[src/rtl/serdes_tx_pkg.sv]
// Shared definitions for the serdes2axi4stream write path: FSM encoding,
// statistics counter width and default packet length limit.
package serdes_tx_pkg;

  localparam int CNT_W               = 16;
  localparam int DEFAULT_MAX_PKT_LEN = 64;

  typedef enum logic [2:0] {
    ST_IDLE   = 3'd0,
    ST_DATA   = 3'd1,
    ST_COMMIT = 3'd2,
    ST_ABORT  = 3'd3,
    ST_DRAIN  = 3'd4,
    ST_GAP    = 3'd5
  } wr_state_e;

endpackage

[src/rtl/pkt_stall_watchdog.sv]
// Counts consecutive stalled cycles and flags the cycle on which the count
// reaches C_TIMEOUT. Any non-stalled cycle clears the count.
module pkt_stall_watchdog #(
  parameter int C_TIMEOUT = 1024,
  parameter int CW        = $clog2(C_TIMEOUT + 1)
) (
  input  logic clk,
  input  logic rst_n,
  input  logic stall_i,
  output logic expire_o
);

  localparam logic [CW-1:0] TERM = CW'(C_TIMEOUT - 1);

  logic [CW-1:0] cnt_q, cnt_d;

  // advance while stalled, otherwise restart from zero
  always_comb begin
    cnt_d = '0;
    if (stall_i) cnt_d = cnt_q + CW'(1);
  end

  // expire on the stall cycle that brings the count to C_TIMEOUT
  assign expire_o = stall_i && (cnt_q == TERM);

  // count register
  always_ff @(posedge clk or negedge rst_n) begin
    if (!rst_n) cnt_q <= '0;
    else        cnt_q <= cnt_d;
  end

endmodule

[src/rtl/axis_return_fifo_writer.sv]
// AXI4-Stream packet writer for a commit/rollback FIFO. Every good beat is
// written straight into the FIFO; a clean TLAST pulses commit, an errored or
// overlength beat pulses rollback (then drains the rest of the packet).
// Optional stall watchdog: define PKT_WR_TIMEOUT_EN.
module axis_return_fifo_writer
  import serdes_tx_pkg::*;
#(
  parameter int C_DATA_WIDTH  = 32,
  parameter int C_MAX_PKT_LEN = DEFAULT_MAX_PKT_LEN,
  parameter int C_LEN_WIDTH   = $clog2(C_MAX_PKT_LEN + 1),
  parameter int C_TIMEOUT     = 1024
) (
  input  logic                    CLK_I,
  input  logic                    RSTN_I,
  input  logic                    S_AXIS_TVALID_I,
  output logic                    S_AXIS_TREADY_O,
  input  logic [C_DATA_WIDTH-1:0] S_AXIS_TDATA_I,
  input  logic                    S_AXIS_TLAST_I,
  input  logic                    S_AXIS_TUSER_I,
  output logic                    FIFO_WR_EN_O,
  output logic [C_DATA_WIDTH-1:0] FIFO_WR_DATA_O,
  input  logic                    FIFO_WR_FULL_I,
  output logic                    FIFO_WR_SUCC_O,
  output logic                    FIFO_WR_FAIL_O,
  output logic [CNT_W-1:0]        PKT_OK_CNT_O,
  output logic [CNT_W-1:0]        PKT_DROP_CNT_O,
  output logic [C_LEN_WIDTH-1:0]  PKT_LEN_O
);

  localparam logic [C_LEN_WIDTH-1:0] MAX_LEN = C_LEN_WIDTH'(C_MAX_PKT_LEN);

  wr_state_e              state_q, state_d;
  logic [C_LEN_WIDTH-1:0] len_q, len_d;
  logic [C_LEN_WIDTH-1:0] plen_q, plen_d;
  logic [CNT_W-1:0]       ok_q, ok_d;
  logic [CNT_W-1:0]       drop_q, drop_d;
  logic                   pend_q, pend_d;

  logic tready, wr_en, succ, fail, accept, wd_expire;

  assign accept = S_AXIS_TVALID_I && tready;

`ifdef PKT_WR_TIMEOUT_EN
  logic wd_stall;
  assign wd_stall = (state_q == ST_DATA) && S_AXIS_TVALID_I && FIFO_WR_FULL_I;

  pkt_stall_watchdog #(
    .C_TIMEOUT (C_TIMEOUT)
  ) u_wd (
    .clk      (CLK_I),
    .rst_n    (RSTN_I),
    .stall_i  (wd_stall),
    .expire_o (wd_expire)
  );
`else
  // no watchdog: a full FIFO back-pressures the stream indefinitely
  logic wd_unused;
  assign wd_unused = (C_TIMEOUT != 0);
  assign wd_expire = 1'b0;
`endif

  // next-state, handshake and strobe decode
  always_comb begin
    state_d = state_q;
    len_d   = len_q;
    plen_d  = plen_q;
    ok_d    = ok_q;
    drop_d  = drop_q;
    pend_d  = pend_q;
    tready  = 1'b0;
    wr_en   = 1'b0;
    succ    = 1'b0;
    fail    = 1'b0;
    case (state_q)
      ST_IDLE: begin
        len_d = '0;
        if (S_AXIS_TVALID_I) state_d = ST_DATA;
      end
      ST_DATA: begin
        tready = ~FIFO_WR_FULL_I;
        if (accept) begin
          // errored or beyond the length limit: drop beat, roll back
          if (S_AXIS_TUSER_I || (len_q == MAX_LEN)) begin
            state_d = ST_ABORT;
            pend_d  = ~S_AXIS_TLAST_I;
          end else begin
            wr_en = 1'b1;
            len_d = len_q + C_LEN_WIDTH'(1);
            if (S_AXIS_TLAST_I) state_d = ST_COMMIT;
          end
        end else if (wd_expire) begin
          state_d = ST_ABORT;
          pend_d  = 1'b1;
        end
      end
      ST_COMMIT: begin
        succ    = 1'b1;
        ok_d    = ok_q + CNT_W'(1);
        plen_d  = len_q;
        state_d = ST_GAP;
      end
      ST_ABORT: begin
        fail    = 1'b1;
        drop_d  = drop_q + CNT_W'(1);
        state_d = pend_q ? ST_DRAIN : ST_GAP;
      end
      ST_DRAIN: begin
        tready = 1'b1;
        if (S_AXIS_TVALID_I && S_AXIS_TLAST_I) state_d = ST_IDLE;
      end
      ST_GAP:  state_d = ST_IDLE;
      default: state_d = ST_IDLE;
    endcase
  end

  // state and statistics registers
  always_ff @(posedge CLK_I or negedge RSTN_I) begin
    if (!RSTN_I) begin
      state_q <= ST_IDLE;
      len_q   <= '0;
      plen_q  <= '0;
      ok_q    <= '0;
      drop_q  <= '0;
      pend_q  <= 1'b0;
    end else begin
      state_q <= state_d;
      len_q   <= len_d;
      plen_q  <= plen_d;
      ok_q    <= ok_d;
      drop_q  <= drop_d;
      pend_q  <= pend_d;
    end
  end

  assign S_AXIS_TREADY_O = tready;
  assign FIFO_WR_EN_O    = wr_en;
  assign FIFO_WR_DATA_O  = S_AXIS_TDATA_I;
  assign FIFO_WR_SUCC_O  = succ;
  assign FIFO_WR_FAIL_O  = fail;
  assign PKT_OK_CNT_O    = ok_q;
  assign PKT_DROP_CNT_O  = drop_q;
  assign PKT_LEN_O       = plen_q;

endmodule
[config.mk]
export PLATFORM = sky130hd
export DESIGN_NAME = axis_return_fifo_writer
export DESIGN_NICKNAME = d
export VERILOG_FILES = /design/src/rtl/serdes_tx_pkg.sv /design/src/rtl/pkt_stall_watchdog.sv /design/src/rtl/axis_return_fifo_writer.sv
export SDC_FILE = /design/constraint.sdc
export NUM_CORES = 1
export LEC_CHECK = 0
export CAP_MARGIN = 20
export CORE_ASPECT_RATIO = 1.4
export CORE_MARGIN = 2
export CORE_UTILIZATION = 43
export DETAILED_ROUTE_END_ITERATION = 12
export PLACE_DENSITY = 0.88
export SLEW_MARGIN = 20
export SYNTH_ARGS = -nofsm -noshare
export SYNTH_HDL_FRONTEND = slang
export SYNTH_SLANG_ARGS = --single-unit
[constraint.sdc]
create_clock -name CLK_I -period 2.35 [get_ports CLK_I]
set_clock_uncertainty 0.2 [all_clocks]
set_input_delay 0.235 -clock CLK_I [delete_from_list [all_inputs] [get_ports CLK_I]]
set_output_delay 0.235 -clock CLK_I [all_outputs]
set_load 0.03 [all_outputs]
== Word-level counts from Yosys, hierarchy flattened ==
Index checks and enable logic that the tools add are counted.

* Bits in registers: 50
* Input port bits: 38
* Output and inout port bits: 75
* Word-level logic and storage cells: 45

* $add $sub $neg: 3
* Equality and inequality tests: 10
* Multiplexer cells: 16
* Bitwise operators: 2
* Reduce and logical (&&, ||, !) cells: 8

{| class="wikitable"
|+ Operators by type and width
! cell !! count
|-
| $add 16x1->16 const B || 2
|-
| $mux 3 || 5
|-
| $pmux 3 s5 || 1
|-
| $mux 7 || 2
|-
| $pmux 7 s2 || 1
|-
| $ne 2x2->1 const B || 4
|-
| $add 7x1->7 const B || 1
|-
| $eq 7x7->1 const B || 1
|-
| $eq 3x2->1 const B || 2
|-
| $mux 1 || 6
|-
| $reduce_and 3->1 || 2
|-
| $reduce_and 4->1 || 1
|-
| $eq 3x1->1 const B || 1
|-
| $eq 3x3->1 const B || 1
|-
| $logic_not 3->1 || 1
|-
| $ne 3x3->1 const B || 1
|-
| $logic_and 1x1->1 || 2
|-
| $not 1->1 || 2
|-
| $pmux 1 s2 || 1
|-
| $reduce_bool 2->1 || 1
|-
| $logic_or 1x1->1 || 1
|}

== Longest topological paths before layout ==
* Depth in word-level cells: 5
* Mapped depth: 6
* Gate-level depth less buffers: 5

== Worst setup path before layout ==
OpenSTA, ideal clock, no wires.

* Kind: flip-flop to flip-flop
* Start: reg state_q[1]
* End: reg len_q[1]
* Setup time: 68 ps
* Data arrival time: 1,808 ps
* Data required time: 2,082 ps
* Slack: 275 ps
* Cell stages (with the launch flop): 6
* Buffers on the path: 1
* Clock period less this slack: 2,075 ps
* Cells stage by stage: dfrtp_1 buf_4 nor4b_1 nand4_1 nor2_1 a221o_1

* Longest elaborated chain between the ends: 5
* Elaborated cells on any way between the ends: 10
* Classes of those cells: 4 x eq/ne; 2 x mux; 4 x reduce/logical

{| class="wikitable"
|+ RTL lines
! what !! line !! text
|-
| start, declared || axis_return_fifo_writer.sv:32 || <nowiki>wr_state_e state_q, state_d;</nowiki>
|-
| start signal, assigned || axis_return_fifo_writer.sv:126 || <nowiki>state_q <= state_d;</nowiki>
|-
| $eq 3x3->1 or $eq 3x1->1 (tied branches) || axis_return_fifo_writer.sv:74 || <nowiki>case (state_q)</nowiki>
|-
| $pmux 1 s2 || axis_return_fifo_writer.sv:74 ||
|-
| $logic_and 1x1->1 || axis_return_fifo_writer.sv:41 || <nowiki>assign accept = S_AXIS_TVALID_I && tready;</nowiki>
|-
| $ne 2x2->1 (no line) || n/a ||
|-
| $reduce_and 3->1 (no line) || n/a ||
|-
| end signal, assigned || axis_return_fifo_writer.sv:127 || <nowiki>len_q <= len_d;</nowiki>
|-
| end, declared || axis_return_fifo_writer.sv:33 || <nowiki>logic [C_LEN_WIDTH-1:0] len_q, len_d;</nowiki>
|}

Several ways; a longest one is shown, not always the timed one.
A chain may end at the register's enable or synchronous reset.

== Worst setup path in the final report ==
* Start: reg state_q[0]
* End: out S_AXIS_TREADY_O

* Longest elaborated chain between the ends: 2
* Elaborated cells on any way between the ends: 3
* Classes of those cells: 2 x eq/ne; 1 x mux

{| class="wikitable"
|+ RTL lines
! what !! line !! text
|-
| $eq 3x3->1 or $eq 3x1->1 (tied branches) || axis_return_fifo_writer.sv:74 ||
|-
| $pmux 1 s2 * || axis_return_fifo_writer.sv:74 ||
|-
| end, declared || axis_return_fifo_writer.sv:16 || <nowiki>output logic S_AXIS_TREADY_O,</nowiki>
|}

Mark *: on every way between the ends. The rest lies on a longest branch, timed or not.

==> results.md <==
Status:
- The run finished with clean final reports.

STA:
- The slew at the pin closest to its max-slew limit is 0.580 ns.
- The worst path in the final design needs a cycle of 2.17 ns, including I/O delays and setup.
- For the final routed database, the setup TNS stands at 0 ns.
- Static timing analysis puts the maximum clock frequency at 461 MHz.
- Setup repair after global routing left no endpoint under its margin.
- Of the available clock period, the critical path in the final layout requires 0.923.
- The hold violation count in the final report is 0.
- The total of endpoints with negative setup slack in the final report is 0.
- Headroom to the max-slew limit came out at 0.608.
- The max-slew violation count came to 0.

Routing:
- In the final routed layout, each cell accounts on average for 15.1 um.
- The number of DRC markers in iteration 0 is 92.
- The antenna violation net count after detailed routing is 0.
- Dividing the detail-routed via count by the number of cells gives 5.51.
- The routed design has 5180 um of wire.
- The number of vias in the routed layout is 1890.
- After detailed routing, the number of remaining DRC violations is 0.
- The first-pass detailed-route iteration total is 4.

Placed design:
- In this run the tool buffered the top-level ports with 48 buffer cells.
- The congestion estimate from routability-driven global placement came to 0.860.
- The number of placed instances, taps included, is 335.
- After legalization and detailed placement, the total HPWL measured 3850 um.
- The placed instances occupy a cell area of 3020 um^2.

Power and ir drop:
- The analysis attributes to cell leakage a power of 1.38 nW.
- The worst-case IR drop observed on VDD is 464 uV.
- The power density relative to cell area is 745 nW/um^2.

Layout:
- Summing all non-filler instances in the final layout gives an area of 3120 um^2.
- The layout-stage area growth over the synthesis result is 18.0%.
- The diode insertion count for antenna repair is 0.
- The count of cells in the finished layout, fillers not included, comes to 343.
- In the final layout, the multi-input gates occupy 1090 um^2.
- The area of all sequential standard cells is 1250 um^2.
- The fraction of layout instances using a drive strength above 1 is 0.139.
- Fill cells in the final layout number 524.
- The final net count is 315.
- The core utilization of the finished layout is 0.529.

Clocking:
- TritonCTS built the clock tree.
- The level count of the clock H-tree is 2.
- The CTS buffer count is 5.
- The later-pin clock latency in the skew report is 0.30 ns.
- The CTS clock-pin slew for the worst setup and hold paths is 0.09 ns.
- The clock passes through at most 2 buffers.
- For this design, the sink count on the clock tree is 50.
- The cell sitting at the root of the clock tree is a sky130_fd_sc_hd__clkbuf_8.

Floorplan:
- The standard-cell row count is 33.
- The horizontal extent of the die is 70.3 um.
- The vertical die dimension is 96.8 um.
- The core area is 5900 um^2.
- 113 I/O pins were placed.
- The die footprint is 6800 um^2.
- For this configuration, the core starts out at a cell density of 0.448.

Critical path:
- Data on the critical path is required at its endpoint by 1.91 ns.
- The data arrival time of the critical path is 1.73 ns.
- The worst setup path is captured at an output pin.
- Of all nets on the critical path, the largest fanout is 10.
- Traced cell by cell, the critical path runs through or4b_4, nand2_1, buf_4.
- The setup slack of the worst register-to-register path is 0.28 ns.
- For this run, the slowest stage of the critical path takes 0.56 ns.
- The critical path is of the register to output pin type.
- The most critical setup path has its startpoint at state_q[0].
- The slowest cell on the critical path is sky130_fd_sc_hd__or4b_4.
- The launch instance of the worst register-to-register path is state_q[0].
- The launching element type of the critical path is a register.

Global route:
- The overall overflow remaining after global route is 0.
- The first global-routing pass estimated 8780 um of wire.
- The number of global-route vias before repair is 1883.
- The initial antenna violation count is 0.
- The total global-route track usage is 0.156.
- Entering global routing, the biggest net connects 27 pins.

Synthesis:
- Counting distinct cell types in the post-synthesis netlist gives 45.
- The post-synthesis sequential element count is 50.
- In this run, synthesis inferred 0 flip-flops with an integrated enable.
- The sequential share of the synthesized area is 0.473.
- Summing every instance area after synthesis gives 2650 um^2.
- During synthesis, Yosys emitted a total of 0 warnings.
- A synthesized cell averages 10.8 um^2.
- The gate count after technology mapping is 244.
- The share of flip-flops with an asynchronous set or reset after synthesis is 1.00.
- The most used flip-flop cell after synthesis is sky130_fd_sc_hd__dfrtp_1.
- The synthesized netlist net count is 286.

Flow run:
- Across the run, the number of max-cap violations was 0.

Worst hold path:
- The min-delay analysis places its worst path in the category input pin to asynchronous set/reset pin.
state kept, by name, summed over array words and instances, names as in the netlist:
name,count
PKT_LEN_O,7
pend_q,1
state_q,3
PKT_DROP_CNT_O,16
len_q,7
PKT_OK_CNT_O,16
critical path: cells and delay by family (launching register included):
kind / cells / cell delay, ns
AND/OR/NAND/NOR: 2 / 0.70
flip-flops: 1 / 0.55
buffers and inverters: 1 / 0.18
area by class of cell:
cell class	count	area share
well taps	70	0.0281
clock inverters	2	0.00481
clock buffers	5	0.0221
inverters	9	0.0108
multi-input cells	147	0.349
repair buffers	60	0.184
flip-flops and latches	50	0.401
through the flow:
step | setup WS (ns) | power, mW | hold WS (ns)
floorplan | 0.275 | 1.65 | -0.261
detailed placement | 0.0944 | 1.85 | 0.0672
finish | 0.182 | 2.32 | 0.266
global placement | 0.197 | 1.83 | 0.0543
global route | 0.0485 | 2.46 | 0.270
CTS | 0.0649 | 2.35 | 0.270
per-layer routing:
layer,GRT usage,part of all wire,vias up
met1,0.185,0.41,942
met3,0.0333,0.050,10
met4,0.0459,0.0056,0
li1,-,-,882
met5,0,0,-
met2,0.279,0.54,56
cells in the mapped netlist, types with 3 or more instances:
cell type | n | share of area
sky130_fd_sc_hd__nor3_1 | 5 | 0.0095
sky130_fd_sc_hd__a21oi_1 | 3 | 0.0057
sky130_fd_sc_hd__nand4_1 | 9 | 0.021
sky130_fd_sc_hd__xnor2_1 | 18 | 0.060
sky130_fd_sc_hd__and3_1 | 6 | 0.014
sky130_fd_sc_hd__nand2_1 | 16 | 0.023
sky130_fd_sc_hd__inv_1 | 9 | 0.013
sky130_fd_sc_hd__dfrtp_1 | 50 | 0.47
sky130_fd_sc_hd__buf_4 | 33 | 0.094
sky130_fd_sc_hd__buf_2 | 3 | 0.0057
sky130_fd_sc_hd__xor2_1 | 12 | 0.040
sky130_fd_sc_hd__ha_1 | 4 | 0.019
sky130_fd_sc_hd__o311ai_0 | 3 | 0.0099
sky130_fd_sc_hd__mux2_2 | 9 | 0.038
sky130_fd_sc_hd__nor2_1 | 12 | 0.017
sky130_fd_sc_hd__or3_1 | 3 | 0.0071
sky130_fd_sc_hd__nand3_1 | 13 | 0.025
report_power, final:
part	total (mW)	switching, mW	internal (mW)	leakage, nW
logic	0.730	0.410	0.320	0.659
registers	1.10	0.139	0.960	0.684
clock network	0.495	0.291	0.204	0.0362
total	2.32	0.840	1.48	1.38
path summary, 6_finish.rpt:
| check | to | cells past startpoint |
|---|---|---|
| max | S_AXIS_TREADY_O | 3 |
| min | PKT_DROP_CNT_O[14] | 2 |
| max reg2reg | len_q[4] | 5 |
| min reg2reg | PKT_DROP_CNT_O[15] | 1 |
| max in group asynchronous | PKT_LEN_O[5] | 3 |
| min in group CLK_I | FIFO_WR_DATA_O[13] | 0 |
kinds of logic after synthesis:
| group | share of synthesized area |
|---|---|
| DFF | 0.473 |
| buffers and inverters | 0.118 |
| muxes | 0.0459 |
| xor gates and xnor gates | 0.0993 |
| and+or+nand+nor | 0.163 |
| AOI/OAI and AO/OA | 0.0823 |
| adders and majority gates | 0.0189 |
cells in the final DEF, fill, tap and decap left out, drive strengths merged, types with 2 or more instances in the layout:
master / n
mux2: 9
or3: 3
xnor2: 18
nor2: 12
a41oi: 2
o311ai: 3
a2111oi: 2
ha: 4
o211ai: 2
a21oi: 3
nand4: 9
and4: 2
nor3: 5
clkbuf: 5
nor4: 2
and3: 6
xor2: 12
clkinvlp: 2
nand2b: 2
nand2: 16
buf: 15
clkdlybuf4s50: 43
mux2i: 2
nand3: 13
dfrtp: 50
o21ai: 3
inv: 9
repair_timing:
item | in CTS | in global routing
buffers inserted | 0 | 0
resized for setup | 0 | 2
hold buffers | 1 | 0
endpoints found under the setup margin | 0 | 4
hold endpoints to repair | 24 | 0
(Power assumes the default switching activity.)
